[src/rtl/soc_cpu_oci_dct_pkg.sv]
// OCI DCT trace buffer shared definitions.
// Frame geometry and controller state encoding.
package soc_cpu_oci_dct_pkg;

   localparam int FRAME_W = 2;
   localparam int FRAMES  = 15;
   localparam int CNT_W   = 4;
   localparam int BUF_W   = FRAME_W * FRAMES;

   typedef enum logic [1:0] {
      RUN,
      ENDING,
      ENDED
   } dct_state_t;

endpackage

[src/rtl/soc_cpu_oci_dct_packer.sv]
// OCI DCT frame accumulator.
// Inserts accepted frames at the next free slot and counts them.
module soc_cpu_oci_dct_packer #(
   parameter int FRAME_W = 2,
   parameter int FRAMES  = 15,
   parameter int CNT_W   = 4,
   parameter int BUF_W   = FRAME_W * FRAMES
) (
   input  logic               clk,
   input  logic               reset,
   input  logic               accept,
   input  logic [FRAME_W-1:0] frame,
   input  logic               clear,
   output logic [CNT_W-1:0]   acc_cnt,
   output logic [BUF_W-1:0]   new_acc,
   output logic [CNT_W-1:0]   new_cnt
);

   logic [BUF_W-1:0] acc;
   logic [BUF_W-1:0] ins;

   // Next accumulator contents including a same-cycle frame.
   always_comb begin
      ins = '0;
      if (accept)
         ins = {{(BUF_W-FRAME_W){1'b0}}, frame}
               << (FRAME_W * int'(acc_cnt));
      new_acc = acc | ins;
      new_cnt = acc_cnt + CNT_W'(accept);
   end

   // Accumulator register; cleared when its word is taken.
   always_ff @(posedge clk or posedge reset) begin
      if (reset) begin
         acc     <= '0;
         acc_cnt <= '0;
      end else if (clear) begin
         acc     <= '0;
         acc_cnt <= '0;
      end else begin
         acc     <= new_acc;
         acc_cnt <= new_cnt;
      end
   end

endmodule

[src/rtl/soc_cpu_oci_dct_controller.sv]
// OCI DCT buffer controller.
// Packs trace frames into words and runs the test-end drain.
module soc_cpu_oci_dct_controller
   import soc_cpu_oci_dct_pkg::*;
#(
   parameter int FRAME_W = soc_cpu_oci_dct_pkg::FRAME_W,
   parameter int FRAMES  = soc_cpu_oci_dct_pkg::FRAMES,
   parameter int CNT_W   = soc_cpu_oci_dct_pkg::CNT_W
) (
   input  logic                       clk,
   input  logic                       reset,
   input  logic                       trace_valid,
   input  logic [FRAME_W-1:0]         trace_frame,
   output logic                       trace_ready,
   input  logic                       flush_req,
   input  logic                       test_end_req,
   output logic [FRAME_W*FRAMES-1:0]  dct_buffer,
   output logic [CNT_W-1:0]           dct_count,
   output logic                       dct_valid,
   input  logic                       dct_ready,
   output logic                       test_ending,
   output logic                       test_has_ended
);

   localparam int BW = FRAME_W * FRAMES;
   localparam logic [CNT_W-1:0] FULL = CNT_W'(FRAMES);

   dct_state_t state, state_nx;

   logic             alive;
   logic             flush_pending;
   logic             accept;
   logic             flushing;
   logic             emit;
   logic             slot_free;
   logic             load;
   logic [CNT_W-1:0] acc_cnt;
   logic [CNT_W-1:0] new_cnt;
   logic [BW-1:0]    new_acc;

   assign trace_ready = alive && (state == RUN) && (acc_cnt < FULL);
   assign accept      = trace_valid && trace_ready;

   soc_cpu_oci_dct_packer #(
      .FRAME_W (FRAME_W),
      .FRAMES  (FRAMES),
      .CNT_W   (CNT_W),
      .BUF_W   (BW)
   ) u_packer (
      .clk     (clk),
      .reset   (reset),
      .accept  (accept),
      .frame   (trace_frame),
      .clear   (load),
      .acc_cnt (acc_cnt),
      .new_acc (new_acc),
      .new_cnt (new_cnt)
   );

   // Emit decision and next drain state.
   always_comb begin
      flushing  = flush_pending || flush_req || (state == ENDING);
      emit      = (new_cnt == FULL) || (flushing && (new_cnt != '0));
      slot_free = !dct_valid || dct_ready;
      load      = emit && slot_free;
      state_nx  = state;
      unique case (state)
         RUN:
            if (test_end_req)
               state_nx = ENDING;
         ENDING:
            if ((acc_cnt == '0) && slot_free)
               state_nx = ENDED;
         default:
            state_nx = ENDED;
      endcase
   end

   assign test_ending    = (state != RUN);
   assign test_has_ended = (state == ENDED);

   // State, flush bookkeeping and the output word register.
   always_ff @(posedge clk or posedge reset) begin
      if (reset) begin
         state         <= RUN;
         alive         <= 1'b0;
         flush_pending <= 1'b0;
         dct_buffer    <= '0;
         dct_count     <= '0;
         dct_valid     <= 1'b0;
      end else begin
         state <= state_nx;
         alive <= 1'b1;
         if (load) begin
            dct_buffer    <= new_acc;
            dct_count     <= new_cnt;
            dct_valid     <= 1'b1;
            flush_pending <= 1'b0;
         end else begin
            if (dct_valid && dct_ready)
               dct_valid <= 1'b0;
            if (flush_req && (new_cnt != '0))
               flush_pending <= 1'b1;
         end
      end
   end

endmodule

[config.mk]
export PLATFORM = sky130hd
export DESIGN_NAME = soc_cpu_oci_dct_controller
export DESIGN_NICKNAME = d
export VERILOG_FILES = /design/src/rtl/soc_cpu_oci_dct_pkg.sv /design/src/rtl/soc_cpu_oci_dct_packer.sv /design/src/rtl/soc_cpu_oci_dct_controller.sv
export SDC_FILE = /design/constraint.sdc
export NUM_CORES = 1
export LEC_CHECK = 0
export BUFFER_PORTS_ARGS = -buffer_cell sky130_fd_sc_hd__buf_2
export CORE_AREA = 2 2 153 80
export CTS_CLUSTER_DIAMETER = 60
export DETAILED_ROUTE_END_ITERATION = 6
export DIE_AREA = 0 0 155 82
export GPL_TIMING_DRIVEN = 0
export SYNTH_ARGS = -nofsm -noshare
export SYNTH_HDL_FRONTEND = slang
export SYNTH_HIERARCHICAL = 1
export SYNTH_SLANG_ARGS = --single-unit
[constraint.sdc]
create_clock -name clk -period 3.6 [get_ports clk]
set_clock_uncertainty 0.05 [all_clocks]
set_input_delay 0.54 -clock clk [delete_from_list [all_inputs] [get_ports clk]]
set_output_delay 0.54 -clock clk [all_outputs]
set_load 0.05 [all_outputs]
==> impl_metrics.sql <==
INSERT INTO impl_metrics (metric_group, metric, value, unit) VALUES
('sta', 'timing_max_transition_violations_final', '0', ''),
('grt', 'track_usage', '0.1371', ''),
('cts', 'cts_post_setup_buffers_inserted', '0', ''),
('cells_and_area', 'multiInputGateArea', '0.001343', 'mm^2'),
('cts', 'cts_buffers', '9', ''),
('drt', 'initial_drc_count', '161', ''),
('cells_and_area', 'area.sequential', '0.001829', 'mm^2'),
('yosys', 'post_synthesis_instance_total', '274', ''),
('floorplanning', 'ios', '46', ''),
('yosys', 'synth_area', '0.003353', 'mm^2'),
('cts', 'path_clk_slew', '0.06', 'ns'),
('hold_path', 'timing.hold.worst.class', 'primary input to async pin', ''),
('flow_run', 'cap_viol_max_count', '0', ''),
('critical_path', 'cp-start-kind', 'register', ''),
('critical_path', 'timing.critical_path.to_type', 'register', ''),
('cells_and_area', 'layout.cells.most_common', 'sky130_fd_sc_hd__dfrtp_1', ''),
('placement', 'io_buffers', '45', ''),
('placement', 'finalWeightedCongestion', '0.8481', ''),
('cells_and_area', 'num-nets-final', '340', ''),
('cts', 'clock_sink_count', '73', ''),
('power_and_ir_drop', 'p_leak', '2.098', 'nW'),
('cells_and_area', 'antenna_diode_count', '0', ''),
('floorplanning', 'floorplan.core_area', '0.01146', 'mm^2'),
('critical_path', 'path_max_fanout', '16', ''),
('grt', 'grt_max_degree', '40', ''),
('critical_path', 'criticalPathCategory', 'register to register', ''),
('floorplanning', 'die_width', '155', 'um'),
('drt', 'wl_per_cell', '16.62', 'um'),
('yosys', 'netlist-cell-type-count', '43', ''),
('yosys', 'postSynthNetCount', '284', ''),
('yosys', 'async_set_reset_flop_share_out_of_synthesis', '1.000', ''),
('yosys', 'synth_seq_cells', '73', ''),
('placement', 'placedInstanceArea', '0.003785', 'mm^2'),
('run_status', 'status', 'finished clean', ''),
('grt', 'overflow', '0', ''),
('cts', 'worst_skew_pair.late_latency', '0.34', 'ns'),
('sta', 'hold_ws', '0.2958', 'ns'),
('cts', 'clock_path_buffers', '2', ''),
('yosys', 'postSynthAreaPerCell', '12.24', 'um^2'),
('critical_path', 'timing.critical_path.required', '3.80', 'ns'),
('yosys', 'yosysWarningCount', '6', ''),
('power_and_ir_drop', 'power-per-cell-area', '425.9', 'mW/mm^2'),
('yosys', 'synth_top_flop_cell', 'sky130_fd_sc_hd__dfrtp_1', ''),
('drt', 'number_of_optimization_iterations_in_the_first_detailed_route_pass', '4', ''),
('sta', 'report.final.setup_viol', '0', ''),
('sta', 'finalCritPeriodShare', '0.9721', ''),
('sta', 'rsz0062_at_grt', 'true', ''),
('critical_path', 'worst_r2r_path_depth', '11', ''),
('sta', 'max_freq', '0.2857', 'GHz'),
('sta', 'tightest_slew', '0.8638', 'ns'),
('sta', 'timing.max_slew.rel_slack', '0.4233', ''),
('placement', 'place_hpwl', '5907', 'um'),
('floorplanning', 'rows', '28', ''),
('drt', 'antenna_left', '0', ''),
('cts', 'htree_levels', '3', ''),
('cells_and_area', 'final_layout_size_suffix_gt1_frac', '0.3731', ''),
('drt', 'dr_total_vias', '2293', ''),
('cells_and_area', 'layout.cells.most_common_list', '71 x sky130_fd_sc_hd__dfrtp_1, 53 x sky130_fd_sc_hd__buf_2, 31 x sky130_fd_sc_hd__inv_1', ''),
('cells_and_area', 'final_design_area_no_fill', '0.004114', 'mm^2'),
('grt', 'grt_pass1_wl', '12850', 'um'),
('grt', 'grt_antenna_before_repair', '0', ''),
('sta', 'finalWorstPathRequiredPeriod', '3.500', 'ns'),
('critical_path', 'critical_path_arrival', '3.70', 'ns'),
('drt', 'detail_route.drc_violations', '0', ''),
('drt', 'avgViaCountPerCell', '4.728', ''),
('yosys', 'edff_count_synth', '0', ''),
('drt', 'totalWireLength', '8061', 'um'),
('floorplanning', 'die_area', '0.01271', 'mm^2'),
('floorplanning', 'initial_standard_cell_utilization_of_the_core', '0.2927', ''),
('yosys', 'synth_seq_area_share', '0.5448', ''),
('power_and_ir_drop', 'max-vdd-ir-drop', '0.1912', 'mV'),
('grt', 'number_of_global_route_vias_before_repair', '2338', ''),
('sta', 'fin_tns_setup', '0', 'ns'),
('cts', 'clockRootBuffer', 'sky130_fd_sc_hd__clkbuf_16', ''),
('cells_and_area', 'fin_util', '0.3591', ''),
('cells_and_area', 'flow.area_growth_from_synthesis', '22.69', '%'),
('sta', 'hold_violations', '0', ''),
('cells_and_area', 'filler_cell_count', '1111', ''),
('floorplanning', 'die_height', '82', 'um'),
('cts', 'cts_tree', 'done', '');
[power by group]
group          total (W)  internal (W)  switching [W]  leakage [nW]
Combinational  0.0000231    0.00000322      0.0000199          1.10
Clock           0.000908      0.000556       0.000352         0.149
Sequential      0.000821      0.000821    0.000000127         0.853
[timing repair]
item / in CTS / in global routing
gates resized for setup: 1 / 9
endpoints found under the setup margin: 2 / 31
pin swaps: 0 / 1
hold buffers: 0 / 0
[stage by stage]
step | cells | power (W) | worst slack, ns
global route | 485 | 0.001822 | 0.002458
detailed placement | 469 | 0.0008608 | 0.005701
global placement | 469 | 0.0008594 | 0.05975
floorplan | 274 | 0.0008488 | 0.09815
CTS | 485 | 0.001782 | 0.009569
finish | 485 | 0.001752 | 0.1004
[path summary, 6_finish.rpt]
kind	to	slack, ns	from
setup / recovery	u_packer/acc[9]	0.10	u_packer/acc_cnt[2]
min in group clk	state[0]	0.42	test_end_req
max in group asynchronous	state[0]	2.56	reset
hold reg to reg	dct_count[0]	0.45	dct_count[0]
setup reg to reg	u_packer/acc[9]	0.10	u_packer/acc_cnt[2]
hold / removal	u_packer/acc[5]	0.30	reset
[worst max-delay path, cell delays in order, from the launching register on]
cell and delay [ns]:
sky130_fd_sc_hd__dfrtp_1 0.61, sky130_fd_sc_hd__a41oi_4 0.17, sky130_fd_sc_hd__and2_4 0.21, sky130_fd_sc_hd__ha_1 0.22
sky130_fd_sc_hd__ha_1 0.33, sky130_fd_sc_hd__or4_4 0.55, sky130_fd_sc_hd__o31ai_2 0.10, sky130_fd_sc_hd__a21o_4 0.21
sky130_fd_sc_hd__inv_4 0.06, sky130_fd_sc_hd__buf_12 0.16, sky130_fd_sc_hd__or4b_4 0.56, sky130_fd_sc_hd__o22ai_1 0.17
[cells in the mapped netlist, drive strengths merged, types with 4 or more instances]
master	number	share of area
dfrtp	73	0.54
mux2	35	0.15
inv	34	0.039
o22ai	30	0.056
o21ai	18	0.027
a21o	13	0.031
buf	11	0.027
nor2b	7	0.013
nand3	4	0.0060
nand3b	4	0.0090
nor2	4	0.0045
[layer usage]
metal	part of all wire	up-vias	global-route usage
li1	-	1083	-
met1	0.54	1150	0.2056
met2	0.39	54	0.1844
met3	0.060	6	0.04644
met4	0.0067	0	0.03519
met5	0	-	0
[cells by family (layout without fill, tap and decap cells)]
family,Yosys count,in the layout,share of synthesized area
flip-flops,73,73,0.5448
AO/OA/AOI/OAI,65,65,0.1235
AND/OR/NAND/NOR,50,50,0.1011
buffers and inverters,46,107,0.06679
multiplexers,35,35,0.1500
adder cells (fa/ha/maj),2,2,0.007461
XOR/XNOR,2,2,0.005225
other,1,1,0.001118
[registers in the layout (all words and copies together) (netlist names)]
signal	cells
alive	1
flush_pending	1
u_packer/acc_cnt	4
state	2
dct_valid	1
u_packer/acc	30
dct_count	4
dct_buffer	30
[layout make-up]
class,count,area share
sequential,73,0.4446
clock buffer,10,0.05809
clock inverter,6,0.01582
multi-input combinational,155,0.3263
tap,150,0.04562
timing repair buffer,45,0.05474
buffer,12,0.02311
inverter,34,0.03163
(Power assumes the default switching activity.)
